**src/rtl/cnn_kernel_ctrl_pkg.sv**
```systemverilog
// Shared CNN core definitions: kernel geometry/data widths, controller
// defaults and the controller FSM state encoding.
package cnn_kernel_ctrl_pkg;

    // Kernel geometry and datapath widths used across the CNN core.
    localparam int unsigned CNN_KERNEL_W    = 3;
    localparam int unsigned CNN_KERNEL_H    = 3;
    localparam int unsigned CNN_DATA_W      = 8;
    localparam int unsigned CNN_WGT_W       = 8;

    // Controller defaults.
    localparam int unsigned CNN_CNT_BW_DEF  = 16;
    localparam int unsigned CNN_LATENCY_DEF = 2;

    typedef enum logic [2:0] {
        ST_IDLE  = 3'd0,
        ST_CLEAR = 3'd1,
        ST_RUN   = 3'd2,
        ST_DRAIN = 3'd3,
        ST_DONE  = 3'd4
    } cnn_ctrl_state_e;

    // Width of a counter that must hold LATENCY+2.
    function automatic int unsigned cnn_wd_width(input int unsigned lat);
        return $clog2(lat + 3);
    endfunction

endpackage

```
**src/rtl/cnn_ctrl_watchdog.sv**
```systemverilog
// DRAIN watchdog: down-counter loaded with LATENCY+2 on load_i, decremented
// on every tick_i cycle. expire_o flags the last allowed tick cycle.
// Ports: clk, reset (sync, active-high), load_i, tick_i, expire_o.
module cnn_ctrl_watchdog
    import cnn_kernel_ctrl_pkg::*;
#(
    parameter int unsigned LATENCY = CNN_LATENCY_DEF
) (
    input  logic clk,
    input  logic reset,
    input  logic load_i,
    input  logic tick_i,
    output logic expire_o
);
    localparam int unsigned W    = cnn_wd_width(LATENCY);
    localparam logic [W-1:0] INIT = W'(LATENCY + 2);

    logic [W-1:0] cnt_q, cnt_d;

    always_comb begin
        cnt_d = cnt_q;
        if (load_i)
            cnt_d = INIT;
        else if (tick_i && cnt_q != '0)
            cnt_d = cnt_q - W'(1);
    end

    always_ff @(posedge clk) begin
        if (reset) cnt_q <= '0;
        else       cnt_q <= cnt_d;
    end

    // Count 1 means this is the (LATENCY+2)-th tick since load.
    assign expire_o = tick_i && (cnt_q == W'(1));

endmodule

```
**src/rtl/cnn_kernel_ctrl.sv**
```systemverilog
// CNN kernel controller: accepts a job of i_num_win windows, issues them to
// the kernel, counts returned results and reports done / sticky error.
// Ports: clk, reset (sync, active-high); i_run/i_num_win/i_abort job control;
// i_win_valid/o_win_ready upstream handshake; o_kernel_valid and
// o_kernel_soft_reset drive the kernel, i_kernel_valid is its result strobe;
// o_issue_cnt/o_ret_cnt progress; o_idle/o_done/o_err status.
module cnn_kernel_ctrl
    import cnn_kernel_ctrl_pkg::*;
#(
    parameter int unsigned LATENCY = CNN_LATENCY_DEF,
    parameter int unsigned CNT_BW  = CNN_CNT_BW_DEF
) (
    input  logic              clk,
    input  logic              reset,
    input  logic              i_run,
    input  logic [CNT_BW-1:0] i_num_win,
    input  logic              i_abort,
    input  logic              i_win_valid,
    output logic              o_win_ready,
    output logic              o_kernel_valid,
    output logic              o_kernel_soft_reset,
    input  logic              i_kernel_valid,
    output logic [CNT_BW-1:0] o_issue_cnt,
    output logic [CNT_BW-1:0] o_ret_cnt,
    output logic              o_idle,
    output logic              o_done,
    output logic              o_err
);
    cnn_ctrl_state_e   state_q, state_d;
    logic [CNT_BW-1:0] num_q, num_d;
    logic [CNT_BW-1:0] issue_q, issue_d;
    logic [CNT_BW-1:0] ret_q, ret_d;
    logic              err_q, err_d;
    logic              sr_q, sr_d;
    logic              done_q, idle_q;
    logic              win_ready, issue_fire, ret_ok, ret_bad, active;
    logic              wd_load, wd_expire;

    always_comb begin
        win_ready  = (state_q == ST_RUN) && (issue_q < num_q);
        issue_fire = i_win_valid && win_ready;
        active     = (state_q == ST_RUN) || (state_q == ST_DRAIN);
        // A result only counts while a job is in flight and not all returned;
        // anything else is a protocol error and is not counted.
        ret_ok     = i_kernel_valid && active && (ret_q != num_q);
        ret_bad    = i_kernel_valid && !ret_ok;

        state_d = state_q;
        num_d   = num_q;
        issue_d = issue_q + CNT_BW'(issue_fire);
        ret_d   = ret_q + CNT_BW'(ret_ok);
        err_d   = err_q | ret_bad;
        sr_d    = 1'b0;

        case (state_q)
            ST_IDLE: begin
                if (i_run) begin
                    num_d   = i_num_win;
                    issue_d = '0;
                    ret_d   = '0;
                    err_d   = ret_bad;
                    if (i_num_win == '0) begin
                        state_d = ST_DONE;
                    end else begin
                        state_d = ST_CLEAR;
                        sr_d    = 1'b1;
                    end
                end
            end
            ST_CLEAR: state_d = ST_RUN;
            ST_RUN: begin
                if (issue_fire && issue_d == num_q) state_d = ST_DRAIN;
            end
            ST_DRAIN: begin
                // Completion in the final watchdog cycle still wins.
                if (ret_d == num_q) begin
                    state_d = ST_DONE;
                end else if (wd_expire) begin
                    err_d   = 1'b1;
                    state_d = ST_DONE;
                end
            end
            ST_DONE: state_d = ST_IDLE;
            default: state_d = ST_IDLE;
        endcase

        if (i_abort && (state_q inside {ST_CLEAR, ST_RUN, ST_DRAIN})) begin
            state_d = ST_IDLE;
            sr_d    = 1'b1;
            err_d   = err_q;
        end

        wd_load = (state_q != ST_DRAIN) && (state_d == ST_DRAIN);
    end

    always_ff @(posedge clk) begin
        if (reset) begin
            state_q <= ST_IDLE;
            num_q   <= '0;
            issue_q <= '0;
            ret_q   <= '0;
            err_q   <= 1'b0;
            sr_q    <= 1'b0;
            done_q  <= 1'b0;
            idle_q  <= 1'b1;
        end else begin
            state_q <= state_d;
            num_q   <= num_d;
            issue_q <= issue_d;
            ret_q   <= ret_d;
            err_q   <= err_d;
            sr_q    <= sr_d;
            done_q  <= (state_d == ST_DONE);
            idle_q  <= (state_d == ST_IDLE);
        end
    end

    cnn_ctrl_watchdog #(.LATENCY(LATENCY)) u_wd (
        .clk      (clk),
        .reset    (reset),
        .load_i   (wd_load),
        .tick_i   (state_q == ST_DRAIN),
        .expire_o (wd_expire)
    );

    assign o_win_ready         = win_ready;
    assign o_kernel_valid      = issue_fire;
    assign o_kernel_soft_reset = sr_q;
    assign o_issue_cnt         = issue_q;
    assign o_ret_cnt           = ret_q;
    assign o_idle              = idle_q;
    assign o_done              = done_q;
    assign o_err               = err_q;

endmodule
```
**config.mk**
```make
export PLATFORM = sky130hd
export DESIGN_NAME = cnn_kernel_ctrl
export DESIGN_NICKNAME = d
export VERILOG_FILES = /design/src/rtl/cnn_kernel_ctrl_pkg.sv /design/src/rtl/cnn_ctrl_watchdog.sv /design/src/rtl/cnn_kernel_ctrl.sv
export SDC_FILE = /design/constraint.sdc
export NUM_CORES = 1
export LEC_CHECK = 0
export BUFFER_PORTS_ARGS = -buffer_cell sky130_fd_sc_hd__buf_2
export CAP_MARGIN = 5
export CORE_MARGIN = 3
export CORE_UTILIZATION = 45
export CTS_CLUSTER_SIZE = 25
export DETAILED_ROUTE_END_ITERATION = 8
export GPL_TIMING_DRIVEN = 0
export PLACE_DENSITY_LB_ADDON = 0.1
export SLEW_MARGIN = 20
export SYNTH_ARGS = -nofsm -noshare
export SYNTH_HDL_FRONTEND = slang
export SYNTH_SLANG_ARGS = --single-unit
```
**constraint.sdc**
```tcl
create_clock -name clk -period 3.7 [get_ports clk]
set_input_delay 0.37 -clock clk [delete_from_list [all_inputs] [get_ports clk]]
set_output_delay 0.37 -clock clk [all_outputs]
set_load 0.005 [all_outputs]
```
==> results of run 1 <==
## power by group
| part | switching, mW | internal (mW) | total (mW) |
|---|---|---|---|
| logic | 0.131 | 0.0973 | 0.228 |
| clock network | 0.272 | 0.323 | 0.595 |
| registers | 0.0187 | 0.637 | 0.656 |
## final cells by class
| cell class | instances | share of cell area [%] |
|---|---|---|
| multi-input combinational | 347 | 54.5 |
| sequential | 58 | 25.3 |
| timing repair buffer | 85 | 10.2 |
| clock buffer | 10 | 2.83 |
| tap | 102 | 2.63 |
| buffer | 17 | 1.86 |
| inverter | 19 | 1.65 |
| clock inverter | 5 | 1.13 |
## through the flow
step | setup slack [ns] | instance area (um^2)
6_report | 0.126 | 4860
3_5_place_dp | -0.617 | 4190
4_1_cts | 0.00606 | 4600
3_3_place_gp | -0.576 | 4190
2_1_floorplan | 0.0437 | 3770
5_1_grt | -0.0447 | 4860
## metal layers
| layer | GRT usage, % | share of wire (%) | up-vias |
|---|---|---|---|
| met5 | 0 | 0 | - |
| met2 | 36.7 | 47 | 133 |
| met4 | 5.62 | 1.3 | 0 |
| met3 | 4.47 | 6.5 | 11 |
| li1 | - | - | 1761 |
| met1 | 31.7 | 45 | 1696 |
## cell families after synthesis
family | share of synthesized area [%]
adder cells (fa/ha/maj) | 7.38
flip-flops | 31.1
multiplexers | 0.537
AO/OA/AOI/OAI | 13.9
buffers and inverters | 4.73
AND/OR/NAND/NOR | 24.9
XOR/XNOR | 17.4
## flip-flops by register name (all words and copies together), names as in the netlist
signal               flops
o_done                   1
u_wd.cnt_q               3
o_ret_cnt               16
o_issue_cnt             16
o_kernel_soft_reset      1
o_err                    1
num_q                   16
o_idle                   1
state_q                  3
## worst paths after layout
kind / slack (ns) / cells past startpoint / to / start
setup reg to reg: 0.13 / 14 / state_q[0] / num_q[4]
setup / recovery: 0.13 / 14 / state_q[0] / num_q[4]
hold / removal: 0.26 / 3 / num_q[10] / i_num_win[10]
hold reg to reg: 0.49 / 2 / num_q[11] / num_q[11]
## what timing repair did
| action | in CTS | in global routing |
|---|---|---|
| setup endpoints to repair | 5 | 8 |
| gates resized for setup | 37 | 48 |
| setup buffers | 14 | 12 |
| pin swaps | 8 | 22 |
## worst min-delay path, stage by stage
cell and delay (ns):
buf_2 0.10, nand2_1 0.05, a21oi_1 0.05
## cells in the final DEF, fill, tap and decap left out, types with 3 or more instances in the layout
cell type   synthesis  final
a211oi_1            7      5
a21o_1              3      3
a21oi_1            28     26
a31oi_1             5      4
and2_1              5      5
buf_2               6     65
buf_4               1     26
clkbuf_1           12      8
clkbuf_8            1     11
clkinvlp_4          0      3
dfxtp_1            58     32
dfxtp_2             0     13
dfxtp_4             0     13
ha_1               22     11
ha_2                0      4
ha_4                0      7
inv_1              19     14
inv_2               0      3
nand2_1            53     52
nand3_1            16     16
nand4_1            14     14
nor2_1             42     41
nor3_1             10      8
nor3_2              2      4
nor4_1             11      8
nor4_2              2      4
o211ai_1            3      3
o21ai_0             5      3
xnor2_1            40     36
xnor2_2             0      4
xor2_1             29     29
==> results_dict.tcl, run 1 <==
set metrics [dict create \
    min_period_ns 3.57 \
    holdBufCountCts 0 \
    clock.fmax_ghz 0.280 \
    core_um2 7890 \
    hold_slack_ns 0.256 \
    setup_viol 0 \
    firstDrtPassIters 5 \
    clk_pin_slew_ns 0.07 \
    layout.cells.non_filler 643 \
    critPathTopFamily "compound AO/OA/AOI/OAI gates" \
    yosys-top-cells-count "58 x dfxtp_1, 53 x nand2_1, 42 x nor2_1" \
    crit_chain "buf_4 -> xor2_1 -> nor4_2 -> nand2_1 -> o311a_1 -> ha_2 -> ha_4 -> and4_4 -> a311oi_2 -> a31oi_1 -> nor4_1 -> nand4_1 -> o2111ai_2 -> a31oi_4" \
    grt_usage_pct 22.9 \
    grt_overflow 0 \
    cp_max_fo 5 \
    clock_skew_ns 0.0148 \
    seq_area_frac_synth_pct 31.1 \
    regArea_um2 1230 \
    max_stage_delay_ns 0.39 \
    avgSynthCellArea_um2 8.38 \
    ant_nets 0 \
    dpl.hpwl_mm 8.16 \
    yosysWarnings 0 \
    multi_input_area_um2 2650 \
    num_vias 3601 \
    root_buffer "clkbuf_8" \
    ir_drop_mv 0.195 \
    grt_pass1_vias 3253 \
    cts_buffer_depth 2 \
    synth_top_cell_area_share_pct 31.1 \
    io_buffers 59 \
    antenna_cells 0 \
    worst_hold_path_type "input port to register" \
    synthTopCellsByArea "dfxtp_1 31%, xnor2_1 9.4%, ha_1 7.4%, xor2_1 6.8%, nand2_1 5.3%" \
    die_x_um 97.0 \
    cp-end-kind "register" \
    synth_nets 489 \
    synth_cell_type_count 66 \
    final_nets 581 \
    async_reset_ff_share_pct 0 \
    htree_num_levels 3 \
    grt_max_degree 11 \
    routabilityCongestion 0.970 \
    fin_tns_setup_ns 0 \
    period_share_pct 96.6 \
    wire_per_inst_um 17.2 \
    die_h_um 97.0 \
    yosysMostFrequentCell "dfxtp_1" \
    synth_area_um2 3730 \
    synthesis.instances 445 \
    dieArea_um2 9410 \
    synth_edf_count 0 \
    wl_mm 11.1 \
    top_level_ports 60 \
    start_kind "register" \
    fill_cells 704 \
    status "complete, no violations" \
    drc_errors 0 \
    maxCapViolCount 0 \
    final_util_pct 61.6 \
    clk_latency_ns 0.35 \
    power_mw 1.48 \
    initial_core_util_pct 47.3 \
    grt_pass1_wl_mm 17.2 \
    rsz0062_at_grt "true" \
    num_rows 32 \
    cts-buffers-inserted 9 \
    yosys.area.top_type "dfxtp_1" \
    cts_tree "yes" \
    power.density_nw_per_um2 305 \
    ys.flop_type "dfxtp_1" \
    drive_gt1_share_pct 34.9 \
    maxSlewHeadroom_pct 46.3 \
    critPathArrivalTime_ns 3.80 \
    area_delta_synth_final_pct 30.2 \
    p_leak_nw 1.97 \
    slew_violations 0 \
    crit_type "register to register" \
    grt_antenna_before_repair 0 \
    required_ns 3.93 \
    critical-path-slowest-cell "o311a_1" \
    worstMarginPinSlew_ns 0.804 \
    dpl.cell_count 606 \
    ys_ff_latch 58 \
    first_iter_violations 238 \
    path_buf_inv 1 \
    timing_hold_violations_final 0 \
    vias_per_cell 5.60 \
    cts.sinks 58 \
]
Power figures use the tool's default switching activity.
==> run 2: changes to the inputs <==
Settings changed: CORE_ASPECT_RATIO from default to 0.7, RECOVER_POWER from default to 50.
==> results_dict.tcl, run 2 (synthesis results as in run 1) <==
set metrics [dict create \
    status "complete, but fails checks" \
    violations "setup timing" \
    critPathArrivalTime_ns 3.94 \
    cp-end-kind "register" \
    ir_drop_mv 0.269 \
    critical-path-slowest-cell "dfxtp_4" \
    grt_max_degree 11 \
    layout_commonest_cell "buf_2" \
    wl_mm 11.3 \
    firstDrtPassIters 4 \
    cts_tree "yes" \
    area_delta_synth_final_pct 30.2 \
    drc_errors 0 \
    htree_num_levels 3 \
    setup_viol 2 \
    start_kind "register" \
    grt_pass1_vias 3338 \
    vias_per_cell 5.61 \
    wire_per_inst_um 17.7 \
    crit_chain "inv_6 -> ha_4 -> a211o_1 -> a21oi_2 -> o21ai_2 -> a211oi_2 -> ha_2 -> ha_4 -> and4_4 -> nand4_1 -> xnor2_2 -> a2111oi_4 -> nand4_1 -> buf_4 -> nor4_4 -> buf_4 -> a211oi_2" \
    path_buf_inv 3 \
    top_level_ports 60 \
    core_um2 7970 \
    final_util_pct 60.9 \
    grt_overflow 0 \
    p_leak_nw 1.95 \
    cts-buffers-inserted 9 \
    root_buffer "clkbuf_16" \
    period_share_pct 101 \
    power.share.clock_pct 46.4 \
    timing_hold_violations_final 0 \
    holdBufCountCts 0 \
    p_sw_uw 442 \
    crit_type "register to register" \
    power.density_nw_per_um2 338 \
    maxSlewHeadroom_pct 44.7 \
    grt_usage_pct 25.0 \
    cts_buffer_depth 2 \
    clk_latency_ns 0.33 \
    slew_violations 0 \
    drive_gt1_share_pct 32.1 \
    num_vias 3566 \
    critPathTopFamily "compound AO/OA/AOI/OAI gates" \
    die_h_um 82.2 \
    initial_core_util_pct 46.8 \
    fin_tns_setup_ns -0.0844 \
    first_iter_violations 251 \
    clock_skew_ns 0.00966 \
    clk_pin_slew_ns 0.05 \
    p_int_mw 1.20 \
    rsz0062_at_grt "true" \
    grt_antenna_before_repair 0 \
    required_ns 3.90 \
    clock.fmax_ghz 0.267 \
    switching_share_pct 26.9 \
    dieArea_um2 9430 \
    cts.sinks 58 \
    worst_hold_path_type "input port to register" \
    p_comb_share_pct 13.4 \
    min_period_ns 3.74 \
    ant_nets 0 \
    maxCapViolCount 0 \
    final_cell_mix "56 x buf_2, 52 x nand2_1, 41 x nor2_1" \
    max_stage_delay_ns 0.38 \
    io_buffers 59 \
    antenna_cells 0 \
    final_nets 574 \
    worst_slack_ns -0.0449 \
    power_mw 1.64 \
    pwr-share-seq_pct 40.2 \
    grt_pass1_wl_mm 17.9 \
    worstMarginPinSlew_ns 0.827 \
    cp_max_fo 3 \
    num_rows 27 \
    dpl.hpwl_mm 8.38 \
    die_x_um 115 \
    routabilityCongestion 0.902 \
]
==> run 2: area by class of cell <==
cell class / instances / area [um^2]
buffer: 16 / 86.3
clock buffer: 11 / 243
clock inverter: 5 / 30.0
fill: 717 / 3120
inverter: 19 / 76.3
multi-input combinational: 347 / 2640
sequential: 58 / 1220
tap: 101 / 126
timing repair buffer: 79 / 434
==> run 2: routing by layer <==
| layer | vias to the layer above | track usage [%] | share of wire, % |
|---|---|---|---|
| met5 | - | 0 | 0 |
| met4 | 0 | 6.80 | 0.74 |
| met3 | 9 | 9.25 | 9.0 |
| met2 | 123 | 35.5 | 41 |
| met1 | 1687 | 35.3 | 49 |
| li1 | 1747 | - | - |
==> run 2: power by group through the flow <==
stage,clock network [mW],logic [mW],registers [mW]
after floorplan,0,0.127,0.666
after global placement,0,0.181,0.674
after detailed placement,0,0.183,0.675
after CTS,0.775,0.214,0.659
after global routing,0.808,0.240,0.661
final,0.760,0.220,0.660
==> run 2: worst paths after layout <==
kind | start | end | slack [ns] | cells past startpoint
hold reg to reg | num_q[3] | num_q[3] | 0.50 | 2
hold / removal | i_num_win[12] | num_q[12] | 0.28 | 3
setup / recovery | num_q[4] | u_wd.cnt_q[1] | -0.04 | 17
setup reg to reg | num_q[4] | u_wd.cnt_q[1] | -0.04 | 17
==> run 2: what timing repair did <==
| action | CTS | global route |
|---|---|---|
| cloned | 0 | 0 |
| setup buffers | 14 | 6 |
| endpoints found under the setup margin | 8 | 8 |
| pin swaps | 15 | 15 |
| resized for setup | 54 | 26 |
==> run 2: worst reg2reg max path, cell delays in order, from the launching register on <==
cell	delay, ns
dfxtp_4	0.38
inv_6	0.04
ha_4	0.21
a211o_1	0.30
a21oi_2	0.13
o21ai_2	0.08
a211oi_2	0.29
ha_2	0.26
ha_4	0.15
and4_4	0.24
nand4_1	0.19
xnor2_2	0.22
a2111oi_4	0.31
nand4_1	0.15
buf_4	0.17
nor4_4	0.23
buf_4	0.18
a211oi_2	0.06
==> run 2: per-stage QoR <==
stage / std cells / area, um^2 / hold slack (ns) / setup slack (ns)
after floorplan: 445 / 3770 / 0.448 / 0.0437
after global placement: 605 / 4190 / 0.525 / -0.784
after detailed placement: 605 / 4190 / 0.529 / -0.829
after CTS: 632 / 4730 / 0.276 / -0.0183
after global routing: 636 / 4860 / 0.282 / -0.195
final: 636 / 4860 / 0.282 / -0.0449
